<file path="config.mk">
export PLATFORM = sky130hd
export DESIGN_NAME = bcd_time_counter
export DESIGN_NICKNAME = d
export VERILOG_FILES = /design/src/rtl/bcd_time_counter.sv
export SDC_FILE = /design/constraint.sdc
export NUM_CORES = 1
export LEC_CHECK = 0
export ABC_CLOCK_PERIOD_IN_PS = 2130
export CAP_MARGIN = 20
export CORE_AREA = 2 2 69 71
export CTS_CLUSTER_DIAMETER = 150
export DETAILED_ROUTE_END_ITERATION = 6
export DIE_AREA = 0 0 71 73
export GPL_TIMING_DRIVEN = 0
export PLACE_DENSITY = 0.73
export SYNTH_ARGS = -nofsm -noshare
export SYNTH_HDL_FRONTEND = slang
export SYNTH_SLANG_ARGS = --single-unit
</file>
<file path="constraint.sdc">
create_clock -name clk -period 2.13 [get_ports clk]
set_clock_uncertainty 0.2 [all_clocks]
set_input_delay 0.3195 -clock clk [delete_from_list [all_inputs] [get_ports clk]]
set_output_delay 0.3195 -clock clk [all_outputs]
set_load 0.005 [all_outputs]
</file>
<file path="src/rtl/bcd_time_counter.sv">
// Minutes/hours packed-BCD time-of-day counter driven by a one-per-minute carry tick, with a
// validated time-load handshake. Define ALARM_EN to add the alarm register and alarm_hit pulse.
module bcd_time_counter #(
   parameter logic [7:0] RESET_MIN  = 8'h00,
   parameter logic [7:0] RESET_HOUR = 8'h00
) (
   input  logic       clk,
   input  logic       rst_n,
   input  logic       tick_in,
   input  logic       load_valid,
   output logic       load_ready,
   input  logic [7:0] load_min,
   input  logic [7:0] load_hour,
   output logic       load_done,
   output logic       load_err,
   output logic [7:0] min_bcd,
   output logic [7:0] hour_bcd,
   output logic       carry_hour,
`ifdef ALARM_EN
   input  logic       alarm_set,
   input  logic [7:0] alarm_min,
   input  logic [7:0] alarm_hour,
   output logic       alarm_hit,
`endif
   output logic       day_pulse
);

   typedef enum logic [1:0] {StIdle, StCheck, StCommit} state_e;

   state_e     state_q, state_d;
   logic       tick_prev_q;
   logic       tick_pend_q, tick_pend_d;
   logic [7:0] min_q, min_d, hour_q, hour_d;
   logic [7:0] shadow_min_q, shadow_min_d, shadow_hour_q, shadow_hour_d;
   logic       load_done_q, load_done_d, load_err_q, load_err_d;
   logic       carry_hour_q, carry_hour_d, day_pulse_q, day_pulse_d;
   logic       rise, accept, incr, commit, legal;
   logic       wrap_mu, wrap_min, wrap_hu, wrap_day;
   logic [7:0] min_inc, hour_inc;

   assign rise   = tick_in & ~tick_prev_q;
   assign accept = (state_q == StIdle) & load_valid;

   // Per-digit BCD increment; each nibble is handled independently.
   assign wrap_mu  = (min_q[3:0] == 4'd9);
   assign wrap_min = wrap_mu & (min_q[7:4] == 4'd5);
   assign wrap_hu  = (hour_q[3:0] == 4'd9);
   assign wrap_day = wrap_min & (hour_q == 8'h23);

   always_comb begin
      min_inc[3:0] = wrap_mu ? 4'd0 : min_q[3:0] + 4'd1;
      if (wrap_min) begin
         min_inc[7:4] = 4'd0;
      end else if (wrap_mu) begin
         min_inc[7:4] = min_q[7:4] + 4'd1;
      end else begin
         min_inc[7:4] = min_q[7:4];
      end
      hour_inc = hour_q;
      if (wrap_day) begin
         hour_inc = 8'h00;
      end else if (wrap_min) begin
         hour_inc[3:0] = wrap_hu ? 4'd0 : hour_q[3:0] + 4'd1;
         hour_inc[7:4] = wrap_hu ? hour_q[7:4] + 4'd1 : hour_q[7:4];
      end
   end

   assign legal = (shadow_min_q[3:0] <= 4'd9) && (shadow_min_q[7:4] <= 4'd5) &&
                  (shadow_hour_q[3:0] <= 4'd9) && (shadow_hour_q[7:4] <= 4'd2) &&
                  (shadow_hour_q <= 8'h23);

   always_comb begin
      state_d       = state_q;
      tick_pend_d   = tick_pend_q | rise;
      min_d         = min_q;
      hour_d        = hour_q;
      shadow_min_d  = shadow_min_q;
      shadow_hour_d = shadow_hour_q;
      load_done_d   = 1'b0;
      load_err_d    = 1'b0;
      carry_hour_d  = 1'b0;
      day_pulse_d   = 1'b0;
      incr          = 1'b0;
      commit        = 1'b0;
      unique case (state_q)
         StIdle: begin
            if (accept) begin
               // A tick arriving with the accept stays pending until the load resolves.
               shadow_min_d  = load_min;
               shadow_hour_d = load_hour;
               state_d       = StCheck;
            end else if (tick_pend_q | rise) begin
               incr         = 1'b1;
               tick_pend_d  = 1'b0;
               min_d        = min_inc;
               hour_d       = hour_inc;
               carry_hour_d = wrap_min;
               day_pulse_d  = wrap_day;
            end
         end
         StCheck: begin
            if (legal) begin
               state_d = StCommit;
            end else begin
               load_err_d = 1'b1;
               state_d    = StIdle;
            end
         end
         StCommit: begin
            commit      = 1'b1;
            min_d       = shadow_min_q;
            hour_d      = shadow_hour_q;
            load_done_d = 1'b1;
            tick_pend_d = 1'b0;
            state_d     = StIdle;
         end
         default: state_d = StIdle;
      endcase
   end

   always_ff @(posedge clk or negedge rst_n) begin
      if (!rst_n) begin
         state_q       <= StIdle;
         tick_prev_q   <= 1'b0;
         tick_pend_q   <= 1'b0;
         min_q         <= RESET_MIN;
         hour_q        <= RESET_HOUR;
         shadow_min_q  <= 8'h00;
         shadow_hour_q <= 8'h00;
         load_done_q   <= 1'b0;
         load_err_q    <= 1'b0;
         carry_hour_q  <= 1'b0;
         day_pulse_q   <= 1'b0;
      end else begin
         state_q       <= state_d;
         tick_prev_q   <= tick_in;
         tick_pend_q   <= tick_pend_d;
         min_q         <= min_d;
         hour_q        <= hour_d;
         shadow_min_q  <= shadow_min_d;
         shadow_hour_q <= shadow_hour_d;
         load_done_q   <= load_done_d;
         load_err_q    <= load_err_d;
         carry_hour_q  <= carry_hour_d;
         day_pulse_q   <= day_pulse_d;
      end
   end

`ifdef ALARM_EN
   logic [15:0] alarm_q;
   logic        alarm_hit_q, alarm_hit_d;

   // Only a time change can fire, so sitting on the alarm time never repeats the pulse.
   assign alarm_hit_d = (incr | commit) && ({hour_d, min_d} == alarm_q);

   always_ff @(posedge clk or negedge rst_n) begin
      if (!rst_n) begin
         alarm_q     <= 16'hFFFF;
         alarm_hit_q <= 1'b0;
      end else begin
         if (alarm_set) begin
            alarm_q <= {alarm_hour, alarm_min};
         end
         alarm_hit_q <= alarm_hit_d;
      end
   end

   assign alarm_hit = alarm_hit_q;
`else
   logic unused_flags;
   assign unused_flags = incr ^ commit;
`endif

   assign load_ready = (state_q == StIdle);
   assign load_done  = load_done_q;
   assign load_err   = load_err_q;
   assign min_bcd    = min_q;
   assign hour_bcd   = hour_q;
   assign carry_hour = carry_hour_q;
   assign day_pulse  = day_pulse_q;

endmodule

</file>
==> results.json <==
{
  "status": "complete, but fails checks",
  "violations": "setup timing",
  "clkPwrFrac_pct": 17.2,
  "first_pass_iters": 4,
  "root_buffer": "clkbuf_8",
  "initial_core_util_pct": 42.5,
  "drive_gt1_share_pct": 17.4,
  "antenna_left": 0,
  "fillCellCount": 399,
  "grt_pass1_wl_um": 7450,
  "final_cell_mix": "dfrtp_1, clkdlybuf4s50_1, o21ai_0",
  "ir_drop_mv": 0.504,
  "avgRoutedWirePerCell_um": 15.0,
  "clock-sinks": 40,
  "die_height_um": 73,
  "die_w_um": 71,
  "p_total_w": 0.00257,
  "ff2ff_setup_slack_ps": -160,
  "htree_levels": 2,
  "synthCells": 185,
  "track_usage_pct": 18.6,
  "rsz0062_at_grt": "true",
  "maxSlewViolCount": 0,
  "yosysSeqAreaShare_pct": 51.9,
  "antenna_found_initial": 0,
  "num-nets-final": 262,
  "clockBufferDepth": 2,
  "via_per_inst": 5.46,
  "p_int_w": 0.00174,
  "hp-class": "reg -> reg",
  "rows": 25,
  "p_seq_share_pct": 45.7,
  "setup_viol": 3,
  "synth_area_per_cell_um2": 10.4,
  "cts_tree": "done",
  "antenna_cells": 0,
  "end_kind": "register",
  "worst_pin_slew_ps": 854,
  "drv_cap": 0,
  "core-area_um2": 4540,
  "fin_hold_ws_ps": 267,
  "worstPathRequired_ps": 2110,
  "portBuffers": 40,
  "drt-total-wl_um": 4350,
  "power_density_nw_per_um2": 999,
  "switchingPower_w": 0.000830,
  "power_switching_share_pct": 32.3,
  "mappedNetlistArea_um2": 1930,
  "final_common_cell": "dfrtp_1",
  "gp_congestion": 0.836,
  "numCtsBuffers": 5,
  "place_ws_ps": -232,
  "drtIter0Drc": 201,
  "final.setup.worst_slack_ps": -162,
  "path_clk_slew_ps": 70,
  "final-hold-violation-count": 0,
  "crit_path_start_kind": "register",
  "vias": 1582,
  "timing.fmax_mhz": 436,
  "clk_latency_ps": 290,
  "yosys_register_bits": 40,
  "fin_crit_sh_pct": 108,
  "ios": 41,
  "drc": 0,
  "path_max_fanout": 7,
  "critPathArrivalTime_ps": 2270,
  "yosysUniqueCellTypes": 38,
  "placed_area_um2": 2400,
  "yosys_warnings": 0,
  "postLayoutCellArea_um2": 2580,
  "combPwrFrac_pct": 37.1,
  "slew_headroom_pct": 43.0,
  "p_leak_nw": 1.09,
  "area_delta_synth_final_pct": 33.5,
  "syn_nets": 209,
  "min_period_ps": 2290,
  "dieArea_um2": 5180,
  "dp_hpwl_um": 3040,
  "grt_pass1_vias": 1549,
  "grt_max_degree": 41,
  "grt_remaining_overflow": 0,
  "path_class": "reg -> reg"
}
## Yosys cell counts
cell / count / area share [%]
o21ai_0: 22 / 5.7
nor4b_1: 1 / 0.45
o2111a_1: 1 / 0.58
o22ai_1: 4 / 1.3
mux2_2: 16 / 9.3
dfrtp_1: 40 / 52
buf_2: 3 / 0.78
nand3_1: 2 / 0.52
nor2b_1: 1 / 0.32
nand3b_1: 2 / 0.78
o2bb2ai_1: 1 / 0.45
ha_1: 4 / 2.6
nand4bb_2: 1 / 0.84
clkbuf_1: 4 / 0.78
a32oi_1: 1 / 0.45
nand2b_1: 4 / 1.3
o211ai_1: 2 / 0.78
mux2_4: 1 / 0.78
nor3_1: 4 / 1.0
nand2_1: 12 / 2.3
inv_1: 11 / 2.1
a21o_1: 1 / 0.39
a21oi_1: 15 / 3.9
and3_1: 3 / 0.97
a31oi_1: 1 / 0.32
and2_1: 1 / 0.32
o2bb2a_1: 1 / 0.52
a211oi_1: 2 / 0.78
and4_1: 1 / 0.45
a22oi_1: 3 / 1.2
nor2_1: 11 / 2.1
o21ai_1: 1 / 0.26
nor3b_1: 2 / 0.78
mux2i_1: 2 / 1.0
or4b_1: 1 / 0.52
a2111oi_0: 1 / 0.45
o31ai_1: 1 / 0.39
o22a_1: 1 / 0.45
## worst max-delay path, cell delays in order (launching register included)
cell and delay [ps]:
dfrtp_1 380, inv_1 60, ha_2 160, nor4b_4 230, or4b_4 520, buf_6 150, a21o_1 190, mux2_4 300
## state kept, by name, summed over array words and instances, names as in the netlist
| register | cells |
|---|---|
| min_bcd | 8 |
| carry_hour | 1 |
| shadow_hour_q | 8 |
| hour_bcd | 8 |
| tick_prev_q | 1 |
| load_err | 1 |
| state_q | 2 |
| load_done | 1 |
| shadow_min_q | 8 |
| day_pulse | 1 |
| tick_pend_q | 1 |
## area by class of cell
class	instances	area (um^2)	area share, %
plain buffers	6	33.8	1.31
clock buffers	5	68.8	2.67
inverters	11	41.3	1.60
multi-input cells	127	913	35.5
flip-flops and latches	40	1000	38.9
well taps	54	67.6	2.62
repair buffers	47	450	17.5
## cell families (layout without fill, tap and decap cells)
| logic type | count (synthesis) | after routing | synth area share (%) |
|---|---|---|---|
| flip-flops | 40 | 40 | 51.9 |
| buffers and inverters | 18 | 69 | 3.70 |
| AO/OA/AOI/OAI | 58 | 58 | 17.9 |
| AND/OR/NAND/NOR | 46 | 46 | 12.8 |
| multiplexers | 19 | 19 | 11.2 |
| adder cells (fa/ha/maj) | 4 | 4 | 2.59 |
## metal layers
metal	wire [um]	vias up	GRT usage, %
li1	-	770	-
met2	2130	39	29.5
met5	0	-	0
met4	85	0	6.50
met3	221	9	4.42
met1	1910	764	25.1
## power groups by stage
stage | logic, W | registers [W] | clock network (W)
detailed placement | 0.000848 | 0.00121 | 0
CTS | 0.000954 | 0.00118 | 0.000463
finish | 0.000955 | 0.00118 | 0.000443
global placement | 0.000829 | 0.00120 | 0
global route | 0.00108 | 0.00121 | 0.000495
floorplan | 0.000450 | 0.00116 | 0
## per-stage QoR
stage	TNS [ps]	std cells	util, %
finish	-307	290	56.8
global route	-691	290	56.8
detailed placement	-1760	279	52.9
global placement	-17670	279	53.0
CTS	-207	290	55.9
floorplan	-57.9	185	-
## worst paths after layout
| check | depth (start not counted) | endpoint | startpoint |
|---|---|---|---|
| max | 7 | hour_bcd[5] | hour_bcd[4] |
| min | 2 | min_bcd[0] | shadow_min_q[0] |
| max in group asynchronous | 2 | hour_bcd[5] | rst_n |
| min in group asynchronous | 2 | carry_hour | rst_n |
| max reg2reg | 7 | hour_bcd[5] | hour_bcd[4] |
| min reg2reg | 2 | min_bcd[0] | shadow_min_q[0] |
## repair_timing
item | in CTS | in global routing
endpoints found under the setup margin | 13 | 17
gates resized for setup | 3 | 14
hold buffers | 1 | 0
hold endpoints to repair | 40 | 0
pin swaps | 1 | 1
setup buffers | 5 | 1
(Power assumes the default switching activity.)
